[src/rtl/trdb_d5m_pkg.sv]
`default_nettype none
// +----------------------------------------------------------------------+
// | trdb_d5m_pkg : shared types and defaults for the D5M capture engine   |
// | Rev 1.0                                                              |
// +----------------------------------------------------------------------+
package trdb_d5m_pkg;

  typedef enum logic [1:0] {
    IDLE     = 2'd0,
    WAIT_SOF = 2'd1,
    ACTIVE   = 2'd2
  } state_e;

  typedef logic [1:0] skip_t;

  localparam int unsigned DEF_PIX_IN_W   = 12;
  localparam int unsigned DEF_PIX_OUT_W  = 12;
  localparam int unsigned DEF_COL_W      = 12;
  localparam int unsigned DEF_ROW_W      = 11;
  localparam int unsigned DEF_FIFO_DEPTH = 16;

  // Marker bits carried above the pixel data in each FIFO entry {sof, eol, data}.
  typedef struct packed {
    logic sof;
    logic eol;
  } fifo_tag_t;

  // Low-bit mask selecting offsets that must be zero for a given decimation.
  function automatic logic [1:0] skip_mask(input skip_t s);
    case (s)
      2'd0:    return 2'b00;
      2'd1:    return 2'b01;
      default: return 2'b11;
    endcase
  endfunction

endpackage
`default_nettype wire

[src/rtl/trdb_d5m_fifo.sv]
`default_nettype none
// +----------------------------------------------------------------------+
// | trdb_d5m_fifo : synchronous first-word-fall-through FIFO              |
// | Rev 1.0                                                              |
// +----------------------------------------------------------------------+
module trdb_d5m_fifo #(
  parameter int unsigned WIDTH = 14,
  parameter int unsigned DEPTH = 16
) (
  input  logic             clk_i,
  input  logic             rst_i,
  input  logic             wr_en_i,
  input  logic [WIDTH-1:0] wr_data_i,
  input  logic             rd_en_i,
  output logic [WIDTH-1:0] rd_data_o,
  output logic             full_o,
  output logic             empty_o
);

  localparam int unsigned ADDR_W = $clog2(DEPTH);

  logic [WIDTH-1:0] mem_q [DEPTH];
  logic [ADDR_W:0]  wr_ptr_q;
  logic [ADDR_W:0]  rd_ptr_q;
  logic             w_push;
  logic             w_pop;

  assign empty_o = (wr_ptr_q == rd_ptr_q);
  assign full_o  = (wr_ptr_q[ADDR_W] != rd_ptr_q[ADDR_W]) &&
                   (wr_ptr_q[ADDR_W-1:0] == rd_ptr_q[ADDR_W-1:0]);

  // A simultaneous read frees the slot, so a write into a full FIFO still lands.
  assign w_push = wr_en_i && (!full_o || rd_en_i);
  assign w_pop  = rd_en_i && !empty_o;

  always_ff @(posedge clk_i) begin
    if (rst_i) begin
      wr_ptr_q <= '0;
      rd_ptr_q <= '0;
    end else begin
      if (w_push) wr_ptr_q <= wr_ptr_q + {{ADDR_W{1'b0}}, 1'b1};
      if (w_pop)  rd_ptr_q <= rd_ptr_q + {{ADDR_W{1'b0}}, 1'b1};
    end
  end

  always_ff @(posedge clk_i) begin
    if (w_push) mem_q[wr_ptr_q[ADDR_W-1:0]] <= wr_data_i;
  end

  assign rd_data_o = empty_o ? '0 : mem_q[rd_ptr_q[ADDR_W-1:0]];

endmodule
`default_nettype wire

[src/rtl/trdb_d5m_capture.sv]
`default_nettype none
// +----------------------------------------------------------------------+
// | trdb_d5m_capture : windowed, decimating D5M pixel capture to a stream |
// | Rev 1.0                                                              |
// +----------------------------------------------------------------------+
module trdb_d5m_capture
  import trdb_d5m_pkg::*;
#(
  parameter int unsigned PIX_IN_W   = DEF_PIX_IN_W,
  parameter int unsigned PIX_OUT_W  = DEF_PIX_OUT_W,
  parameter int unsigned COL_W      = DEF_COL_W,
  parameter int unsigned ROW_W      = DEF_ROW_W,
  parameter int unsigned FIFO_DEPTH = DEF_FIFO_DEPTH
) (
  input  logic                 ul1Clock,
  input  logic                 ul1Reset,
  input  logic                 ul1Fval,
  input  logic                 ul1Lval,
  input  logic [PIX_IN_W-1:0]  ulPixData,
  input  logic                 ul1Enable,
  input  logic                 ul1Continuous,
  input  logic                 ul1Arm,
  input  logic [COL_W-1:0]     ulColStart,
  input  logic [COL_W-1:0]     ulColCount,
  input  logic [ROW_W-1:0]     ulRowStart,
  input  logic [ROW_W-1:0]     ulRowCount,
  input  logic [1:0]           ul2Skip,
  output logic [PIX_OUT_W-1:0] ulOutData,
  output logic                 ul1OutValid,
  input  logic                 ul1OutReady,
  output logic                 ul1OutSof,
  output logic                 ul1OutEol,
  output logic                 ul1Busy,
  output logic [15:0]          ul16FrameCount,
  output logic [15:0]          ul16DropCount,
  output logic                 ul1Overflow
);

  localparam int unsigned ENTRY_W = PIX_OUT_W + 2;

  state_e state_q, state_d;
  logic   w_enter, w_exit;

  logic                fval_q, fval_prev_q, lval_q, lval_prev_q;
  logic [PIX_IN_W-1:0] pix_q;
  logic                w_fval_rise, w_fval_fall, w_lval_rise, w_lval_fall;

  logic [COL_W-1:0] col_start_q, col_count_q, col_q;
  logic [ROW_W-1:0] row_start_q, row_count_q, row_q;
  skip_t            skip_q;

  logic [COL_W-1:0] w_col_start, w_col_count, w_col, w_col_off;
  logic [ROW_W-1:0] w_row_start, w_row_count, w_row, w_row_off;
  skip_t            w_skip;
  logic [1:0]       w_mask;
  logic [COL_W:0]   w_col_x, w_cs_x, w_ce_x, w_cc_m1, w_eol_off;
  logic [ROW_W:0]   w_row_x, w_rs_x, w_re_x;
  logic             w_accept, w_eol;

  logic                 s2_valid_q, s2_eol_q, sof_pend_q;
  logic [PIX_OUT_W-1:0] s2_data_q;
  logic [15:0]          frame_cnt_q, drop_cnt_q;
  logic                 overflow_q;

  logic               w_full, w_empty, w_rd, w_push_ok, w_drop;
  fifo_tag_t          w_wr_tag, w_rd_tag;
  logic [ENTRY_W-1:0] w_rd_entry;

  assign w_fval_rise = fval_q & ~fval_prev_q;
  assign w_fval_fall = ~fval_q & fval_prev_q;
  assign w_lval_rise = lval_q & ~lval_prev_q;
  assign w_lval_fall = ~lval_q & lval_prev_q;

  // Frame-valid history resets high so a frame already running at reset is skipped.
  always_ff @(posedge ul1Clock) begin
    if (ul1Reset) begin
      fval_q      <= 1'b1;
      fval_prev_q <= 1'b1;
      lval_q      <= 1'b0;
      lval_prev_q <= 1'b0;
      pix_q       <= '0;
    end else begin
      fval_q      <= ul1Fval;
      fval_prev_q <= fval_q;
      lval_q      <= ul1Lval;
      lval_prev_q <= lval_q;
      pix_q       <= ulPixData;
    end
  end

  always_comb begin
    state_d = state_q;
    w_enter = 1'b0;
    w_exit  = 1'b0;
    case (state_q)
      IDLE: begin
        if (ul1Enable && (ul1Continuous || ul1Arm)) state_d = WAIT_SOF;
      end
      WAIT_SOF: begin
        if (!ul1Enable) begin
          state_d = IDLE;
        end else if (w_fval_rise) begin
          state_d = ACTIVE;
          w_enter = 1'b1;
        end
      end
      ACTIVE: begin
        if (w_fval_fall) begin
          w_exit  = 1'b1;
          state_d = (ul1Continuous && ul1Enable) ? WAIT_SOF : IDLE;
        end
      end
      default: state_d = IDLE;
    endcase
  end

  always_ff @(posedge ul1Clock) begin
    if (ul1Reset) state_q <= IDLE;
    else          state_q <= state_d;
  end

  // The entering cycle sees the live config so a line starting with the frame is not lost.
  assign w_col_start = w_enter ? ulColStart : col_start_q;
  assign w_col_count = w_enter ? ulColCount : col_count_q;
  assign w_row_start = w_enter ? ulRowStart : row_start_q;
  assign w_row_count = w_enter ? ulRowCount : row_count_q;
  assign w_skip      = w_enter ? ul2Skip    : skip_q;
  assign w_mask      = skip_mask(w_skip);

  assign w_col = w_lval_rise ? '0 : col_q;
  assign w_row = w_enter     ? '0 : row_q;

  always_comb begin
    w_col_x   = {1'b0, w_col};
    w_cs_x    = {1'b0, w_col_start};
    w_ce_x    = w_cs_x + {1'b0, w_col_count};
    w_row_x   = {1'b0, w_row};
    w_rs_x    = {1'b0, w_row_start};
    w_re_x    = w_rs_x + {1'b0, w_row_count};
    w_col_off = w_col - w_col_start;
    w_row_off = w_row - w_row_start;
    w_cc_m1   = {1'b0, w_col_count} - {{COL_W{1'b0}}, 1'b1};
    w_eol_off = {w_cc_m1[COL_W:2], w_cc_m1[1:0] & ~w_mask};
    w_eol     = (w_col_x == (w_cs_x + w_eol_off));
    w_accept  = lval_q && ((state_q == ACTIVE) || w_enter) &&
                (w_col_x >= w_cs_x) && (w_col_x < w_ce_x) &&
                (w_row_x >= w_rs_x) && (w_row_x < w_re_x) &&
                ((w_col_off[1:0] & w_mask) == 2'b00) &&
                ((w_row_off[1:0] & w_mask) == 2'b00);
  end

  always_ff @(posedge ul1Clock) begin
    if (ul1Reset) begin
      col_start_q <= '0;
      col_count_q <= '0;
      row_start_q <= '0;
      row_count_q <= '0;
      skip_q      <= '0;
      col_q       <= '0;
      row_q       <= '0;
      s2_valid_q  <= 1'b0;
      s2_eol_q    <= 1'b0;
      s2_data_q   <= '0;
    end else begin
      if (w_enter) begin
        col_start_q <= ulColStart;
        col_count_q <= ulColCount;
        row_start_q <= ulRowStart;
        row_count_q <= ulRowCount;
        skip_q      <= ul2Skip;
      end
      if (lval_q) col_q <= w_col + {{(COL_W-1){1'b0}}, 1'b1};
      row_q      <= w_row + {{(ROW_W-1){1'b0}}, w_lval_fall};
      s2_valid_q <= w_accept;
      s2_eol_q   <= w_eol;
      s2_data_q  <= pix_q[PIX_IN_W-1 -: PIX_OUT_W];
    end
  end

  assign w_rd      = ul1OutValid && ul1OutReady;
  assign w_push_ok = s2_valid_q && (!w_full || w_rd);
  assign w_drop    = s2_valid_q && w_full && !w_rd;

  // SOF waits for the first pixel that actually lands; dropped pixels leave it pending.
  always_ff @(posedge ul1Clock) begin
    if (ul1Reset) begin
      sof_pend_q  <= 1'b0;
      frame_cnt_q <= '0;
      drop_cnt_q  <= '0;
      overflow_q  <= 1'b0;
    end else begin
      if (w_enter)        sof_pend_q <= 1'b1;
      else if (w_push_ok) sof_pend_q <= 1'b0;
      if (w_exit) frame_cnt_q <= frame_cnt_q + 16'd1;
      if (w_drop) begin
        overflow_q <= 1'b1;
        if (drop_cnt_q != 16'hFFFF) drop_cnt_q <= drop_cnt_q + 16'd1;
      end
    end
  end

  assign w_wr_tag.sof = sof_pend_q;
  assign w_wr_tag.eol = s2_eol_q;

  trdb_d5m_fifo #(
    .WIDTH (ENTRY_W),
    .DEPTH (FIFO_DEPTH)
  ) u_fifo (
    .clk_i     (ul1Clock),
    .rst_i     (ul1Reset),
    .wr_en_i   (s2_valid_q),
    .wr_data_i ({w_wr_tag, s2_data_q}),
    .rd_en_i   (w_rd),
    .rd_data_o (w_rd_entry),
    .full_o    (w_full),
    .empty_o   (w_empty)
  );

  assign w_rd_tag       = fifo_tag_t'(w_rd_entry[ENTRY_W-1 -: 2]);
  assign ulOutData      = w_rd_entry[PIX_OUT_W-1:0];
  assign ul1OutValid    = !w_empty;
  assign ul1OutSof      = w_rd_tag.sof;
  assign ul1OutEol      = w_rd_tag.eol;
  assign ul1Busy        = (state_q != IDLE);
  assign ul16FrameCount = frame_cnt_q;
  assign ul16DropCount  = drop_cnt_q;
  assign ul1Overflow    = overflow_q;

endmodule
`default_nettype wire

[config.mk]
export PLATFORM = sky130hd
export DESIGN_NAME = trdb_d5m_capture
export DESIGN_NICKNAME = d
export VERILOG_FILES = /design/src/rtl/trdb_d5m_pkg.sv /design/src/rtl/trdb_d5m_fifo.sv /design/src/rtl/trdb_d5m_capture.sv
export SDC_FILE = /design/constraint.sdc
export NUM_CORES = 1
export LEC_CHECK = 0
export ABC_AREA = 1
export CAP_MARGIN = 15
export CORE_MARGIN = 3
export CORE_UTILIZATION = 31
export CTS_BUF_LIST = sky130_fd_sc_hd__clkbuf_8
export DETAILED_ROUTE_END_ITERATION = 10
export DONT_BUFFER_PORTS = 1
export HOLD_SLACK_MARGIN = 0.03
export PLACE_DENSITY = 0.56
export SYNTH_ARGS = -nofsm -noshare
export SYNTH_HDL_FRONTEND = slang
export SYNTH_HIERARCHICAL = 1
export SYNTH_SLANG_ARGS = --single-unit
[constraint.sdc]
create_clock -name ul1Clock -period 4.25 [get_ports ul1Clock]
set_input_delay 0.6375 -clock ul1Clock [delete_from_list [all_inputs] [get_ports ul1Clock]]
set_output_delay 0.6375 -clock ul1Clock [all_outputs]
set_load 0.1 [all_outputs]
Word level (Yosys, flattened, before mapping)
Memories as Yosys holds them, arrays and structs flattened. A register that Yosys moved wholly into a read port is not among the register bits.
Index checks and enable logic that the tools add are counted.
Cells by class
  add/sub/neg operators: 12
  magnitude comparators: 4
  eq/ne operators: 11
  multiplexer cells: 26
  bitwise gates (word level): 12
  reduce and logical (&&, ||, !) cells: 29
Operators by type and width (count)
  12-bit 2-to-1 mux: 3
  11-bit 2-to-1 mux: 3
  16-bit by 1-bit adder with 16-bit output (second input constant): 2
  16-bit != test (second input constant): 1
  1-bit logical AND: 15
  14-bit 2-to-1 mux: 1
  12-bit by 12-bit adder with 13-bit output: 1
  12-bit by 13-bit adder with 13-bit output: 1
  12-bit by 13-bit == test with 1-bit output: 1
  12-bit by 13-bit less-than comparator with 1-bit output: 1
  12-bit by 1-bit subtractor with 13-bit output (second input constant): 1
  11-bit by 11-bit adder with 12-bit output: 1
  12-bit by 1-bit adder with 12-bit output (second input constant): 1
  12-bit >= comparator: 1
  11-bit by 12-bit less-than comparator with 1-bit output: 1
  11-bit by 1-bit adder with 11-bit output: 1
  11-bit >= comparator: 1
  5-bit by 1-bit adder with 5-bit output (second input constant): 2
  1-bit 2-to-1 mux: 10
  2-bit 2-to-1 mux: 5
  2-bit zero test: 4
  4-bit 2-to-1 mux: 2
  2-bit AND: 3
  2-bit one-hot mux with 3 select lines: 1
  17 further kinds: 31
Storage, ports and cells
  flip-flop bits (word level): 147
  bits in writable memories: 224
  bits of input ports: 68
  output and inout bits: 49
  word-level logic and storage cells: 117
  memories: 1
Memories
  u_fifo.mem_q: words 16, width 14, rd ports 1, clocked after memory_dff 1, write ports 1, RTL line trdb_d5m_fifo.sv:22  | logic [WIDTH-1:0] mem_q [DEPTH];

Depth between registers and ports, before layout
  word-level depth: 13
  gate-level depth with buffers: 26
  depth with buffers taken out: 25

By module
The synthesis kept the hierarchy.
Modules (own cells, without submodules)
  trdb_d5m_fifo: times used 1, cells an instance 834, area an instance 9952.0 um^2
  trdb_d5m_capture: times used 1, cells an instance 1274, area an instance 8929.8 um^2

Worst setup path before layout
No wires, ideal clock.
  path kind: input-to-reg
  start point: in ul1Enable
  end point: reg s2_valid_q
  setup time: 0.073 ns
  arrival time: 3.684 ns
  data required time: 4.177 ns
  slack: 0.493 ns
  stages: 24
  path buffers: 3
  cells stage by stage: nand2_2 nor2_4 nand2_4 buf_6 buf_2 clkbuf_1 nand2_1 o21ai_0 ha_1 fa_1 a21oi_1 o21bai_1 a21oi_1 nor2_1 nor2_1 xor2_1 ha_1 nand2_1 nor2_1 a211oi_1 nor3_1 nor2_1 nand2_1 nor3_2
RTL lines
  start: declaration: RTL line trdb_d5m_capture.sv:20  | input logic ul1Enable,
  1-bit 2-to-1 mux (*): RTL line trdb_d5m_capture.sv:100  | if (!ul1Enable) begin
  1-bit 2-to-1 mux (*): RTL line trdb_d5m_capture.sv:95  | case (state_q)
  11-bit 2-to-1 mux (*)
  named net w_row_start[0]: RTL line trdb_d5m_capture.sv:53  | logic [ROW_W-1:0] w_row_start, w_row_count, w_row, w_row_off;
  11-bit by 11-bit adder with 12-bit output or 11-bit >= comparator (tied branches): RTL line trdb_d5m_capture.sv:139, trdb_d5m_capture.sv:147
  11-bit by 12-bit less-than comparator with 1-bit output or 1-bit logical AND (tied branches): RTL line trdb_d5m_capture.sv:147, trdb_d5m_capture.sv:146
  1-bit logical AND (2 in a row): RTL line trdb_d5m_capture.sv:147  | (w_row_x >= w_rs_x) && (w_row_x < w_re_x) &&
  1-bit logical AND (*): RTL line trdb_d5m_capture.sv:148  | ((w_col_off[1:0] & w_mask) == 2'b00) &&
  end signal: assignment: RTL line trdb_d5m_capture.sv:174  | s2_valid_q <= w_accept;
  end: declaration: RTL line trdb_d5m_capture.sv:60  | logic s2_valid_q, s2_eol_q, sof_pend_q;
Mark *: on every way through the listed nets, which the timed path passes. The rest lies on a longest branch.
A chain may end at the register's enable or synchronous reset.

Worst setup path after layout
  start point: reg fval_q
  end point: reg s2_valid_q
RTL lines
  start: declaration: RTL line trdb_d5m_capture.sv:44  | logic fval_q, fval_prev_q, lval_q, lval_prev_q;
  start signal: assignment: RTL line trdb_d5m_capture.sv:83  | fval_q <= ul1Fval;
  1-bit AND (*): RTL line trdb_d5m_capture.sv:69  | assign w_fval_rise = fval_q & ~fval_prev_q;
  1-bit 2-to-1 mux (*): RTL line trdb_d5m_capture.sv:102  | end else if (w_fval_rise) begin
  1-bit 2-to-1 mux (*): RTL line trdb_d5m_capture.sv:100
  1-bit 2-to-1 mux (*): RTL line trdb_d5m_capture.sv:95
  11-bit 2-to-1 mux (*)
  named net w_row_start[5]: RTL line trdb_d5m_capture.sv:53
  11-bit by 11-bit adder with 12-bit output or 11-bit >= comparator (tied branches): RTL line trdb_d5m_capture.sv:139, trdb_d5m_capture.sv:147
  11-bit by 12-bit less-than comparator with 1-bit output or 1-bit logical AND (tied branches): RTL line trdb_d5m_capture.sv:147, trdb_d5m_capture.sv:146
  1-bit logical AND (*) (2 in a row): RTL line trdb_d5m_capture.sv:147
  1-bit logical AND (*): RTL line trdb_d5m_capture.sv:148
Marked as above.

==> out/metrics.yaml <==
die:
  core-area_sq_um: 59690
  initial_core_util: 0.3163
  fp.dieW_um: 252.8
  rows: 89
  die_y_um: 252.8
  die_area_sq_um: 63910
  top_level_ports: 117
global_route:
  grt_max_degree: 99
  antenna_found_initial: 0
  overflow: 0
  grt_pass1_wl_um: 76130
  grt_pass1_vias: 13970
  grt_usage: 0.1510
setup_path:
  rrSetupSlack_ns: 0.41
  critPathLaunchType: "flip-flop"
  worstSetupPathType: "flip-flop to flip-flop"
  required_ns: 4.82
  path_cells: "inv_1 > nor2_2 > nand2_4 > buf_4 > o21ai_0 > inv_1 > ha_1 > nand2_1 > nor3_1 > a21o_1 > a21oi_1 > o21ai_0 > xnor2_1 > ha_1 > a21oi_1 > o21ai_0 > nor2_1 > nand2_1 > nor3_2"
  crit_slowest_cell: "ha_1"
  crit_fanout: 33
  critPathMaxStageDelay_ns: 0.36
  end_kind: "flip-flop"
  r2r_end: "s2_valid_q$_SDFF_PP0_"
  worst_path_most_repeated_cell: "o21ai_0"
  critPathArrivalTime_ns: 4.41
  worst-r2r-cell-count: 19
  r2r_start: "fval_q$_SDFF_PP1_"
drt:
  drt_iter0_drc: 860
  viasPerCell: 4.754
  routed_wl_um: 48370
  drcViolationCount: 0
  drtPass1Iterations: 5
  wl_per_cell_um: 16.08
  via_count: 14300
  antenna_left: 0
clocking:
  clock_latency_ns: 0.64
  post_cts_buffers: 0
  clkTransAtPathRegs_ns: 0.06
  tritoncts.num_buffers: 70
  cts_hold_repair.buffers: 1
  cts_sinks: 375
  cts_max_level: 3
  post_cts_resize_count: 0
  cts_tree: "done"
  clock_path_buffers: 3
  cts_root_buf: "clkbuf_8"
layout:
  num-fill-cells: 6073
  layout-drive-gt1-share: 0.1338
  post-route-util: 0.3604
  nNetsFinal: 2338
  areaGrowthSynthToFinish_pct: 13.94
sta:
  clock-skew-final_ns: 0.03523
  finalWorstSetupSlack_ns: 0.4114
  setup_viol_count_final: 0
  max-slew-margin-rel: 0.2413
  rsz0062_at_grt: "false"
  fmax_mhz: 260.5
  fin_setup_tns_ns: 0
  slew_violations: 0
  hold_slack_ns: 0.1117
  hold_viol: 0
  worst_pin_slew_ns: 1.136
  min_period_ns: 3.839
  min_period_over_period: 0.9032
logic_synthesis:
  synth-seq-cells: 375
  async_reset_ff_frac: 0
  synth_most_common_cell: "inv_1"
  syn_nets: 2266
  synth-edff-count: 224
  ys_types: 55
  synth_top_area_frac: 0.3562
  yosysWarnings: 6
  synth_area_leaders: "edfxtp_1 (36%), dfxtp_1 (16%), inv_1 (6.9%), ha_1 (5.8%), nand2_1 (5.5%)"
  synth_ff_type: "edfxtp_1"
  netlist_area_sq_um: 18880
  yosysTopAreaCell: "edfxtp_1"
  syn_area_per_cell_sq_um: 8.957
  yosysSeqAreaShare: 0.5163
  synth_common_cells: "inv_1 (346), nand2_1 (276), edfxtp_1 (224)"
  synthCells: 2108
hold_path:
  hold_path_depth: 2
  hold_path_class: "input pin to flip-flop"
  min_to: "pix_q[0]$_SDFF_PP0_"
  hold_start: "ulPixData[0]"
power:
  power_w: 0.007483
  p_leak_nw: 8.870
  power_density_nw_per_um2: 347.9
  ir_drop_mv: 0.2011
placement:
  place.gp.congestion: 0.9023
  port_buffers: 0
  place_ws_ns: 0.2675
  hpwlAfterDp_um: 32880
run:
  maxCapViolations: 0
run_status:
  status: "complete, no violations"
## sequential cells by signal, indices dropped and copies added, names as in the netlist, 2 cells and up, named ones only
| name | flops |
|---|---|
| skip_q | 2 |
| u_fifo/mem_q | 224 |
| s2_data_q | 12 |
| col_q | 12 |
| u_fifo/wr_ptr_q | 5 |
| row_q | 11 |
| row_start_q | 11 |
| pix_q | 12 |
| row_count_q | 11 |
| ul16DropCount | 16 |
| col_start_q | 12 |
| col_count_q | 12 |
| ul16FrameCount | 16 |
| state_q | 2 |
| u_fifo/rd_ptr_q | 5 |
## worst max-delay path, delay by kind of cell, from the launching register on
| kind | cells | cell delay [ns] |
|---|---|---|
| flip-flops | 1 | 0.34 |
| XOR/XNOR | 1 | 0.15 |
| adder cells (fa/ha/maj) | 2 | 0.62 |
| buffers and inverters | 3 | 0.48 |
| AO/OA/AOI/OAI | 6 | 0.95 |
| AND/OR/NAND/NOR | 7 | 1.23 |
## layout make-up
| cell class | instances | area (sq um) | area share |
|---|---|---|---|
| flip-flops and latches | 375 | 9757 | 0.4535 |
| multi-input cells | 1298 | 7517 | 0.3494 |
| inverters | 359 | 1349 | 0.06270 |
| clock buffers | 74 | 1018 | 0.04734 |
| well taps | 773 | 967.2 | 0.04496 |
| repair buffers | 76 | 610.6 | 0.02838 |
| clock inverters | 52 | 291.5 | 0.01355 |
| diodes | 1 | 2.502 | 0.0001163 |
## layer usage
layer	vias up	part of all wire	global-route usage
met3	75	0.060	0.03359
met4	0	0.024	0.05306
li1	7197	-	-
met5	-	0	0
met2	339	0.46	0.2470
met1	6689	0.45	0.1973
## cell families after synthesis
family	after synthesis	share of synthesized area
mux	1	0.0005301
fa+ha+maj	90	0.06043
simple gates	753	0.1843
flops	375	0.5163
buf+inv	435	0.09257
xor+xnor	47	0.02220
compound gates	407	0.1237
## report_power, final
group	switching [W]	leakage [nW]	internal, W
Sequential	0.0000313	3.33	0.00385
Clock	0.00157	0.756	0.00170
Combinational	0.000214	4.79	0.000119
## layout by cell type, fill, tap and decap left out, types with 57 or more instances in the layout
cell | synthesis | layout
a21oi_1 | 168 | 154
buf_4 | 2 | 72
clkbuf_8 | 0 | 74
dfxtp_1 | 151 | 149
edfxtp_1 | 224 | 224
ha_1 | 88 | 88
inv_1 | 346 | 369
nand2_1 | 276 | 276
nand3_1 | 146 | 146
nor2_1 | 176 | 176
o211ai_1 | 57 | 57
o21ai_0 | 133 | 133
## worst max path at each step
stage	start	to	slack, ns	depth (start not counted)
global route	fval_q$_SDFF_PP1_	s2_eol_q$_SDFF_PP0_	0.09	20
detailed placement	ul1Enable	s2_valid_q$_SDFF_PP0_	0.27	19
global placement	ul1Enable	s2_valid_q$_SDFF_PP0_	0.40	21
finish	fval_q$_SDFF_PP1_	s2_valid_q$_SDFF_PP0_	0.41	19
floorplan	ul1Enable	s2_valid_q$_SDFF_PP0_	0.49	24
CTS	flip-flop	ulOutData[2]	0.43	6
## through the flow
stage | std cells | instance area, sq um
final | 3008 | 21510
after global routing | 3007 | 21510
after CTS | 3007 | 21510
after detailed placement | 2880 | 20190
after global placement | 2880 | 20190
after floorplan | 2108 | 18880
Power figures use the tool's default switching activity.
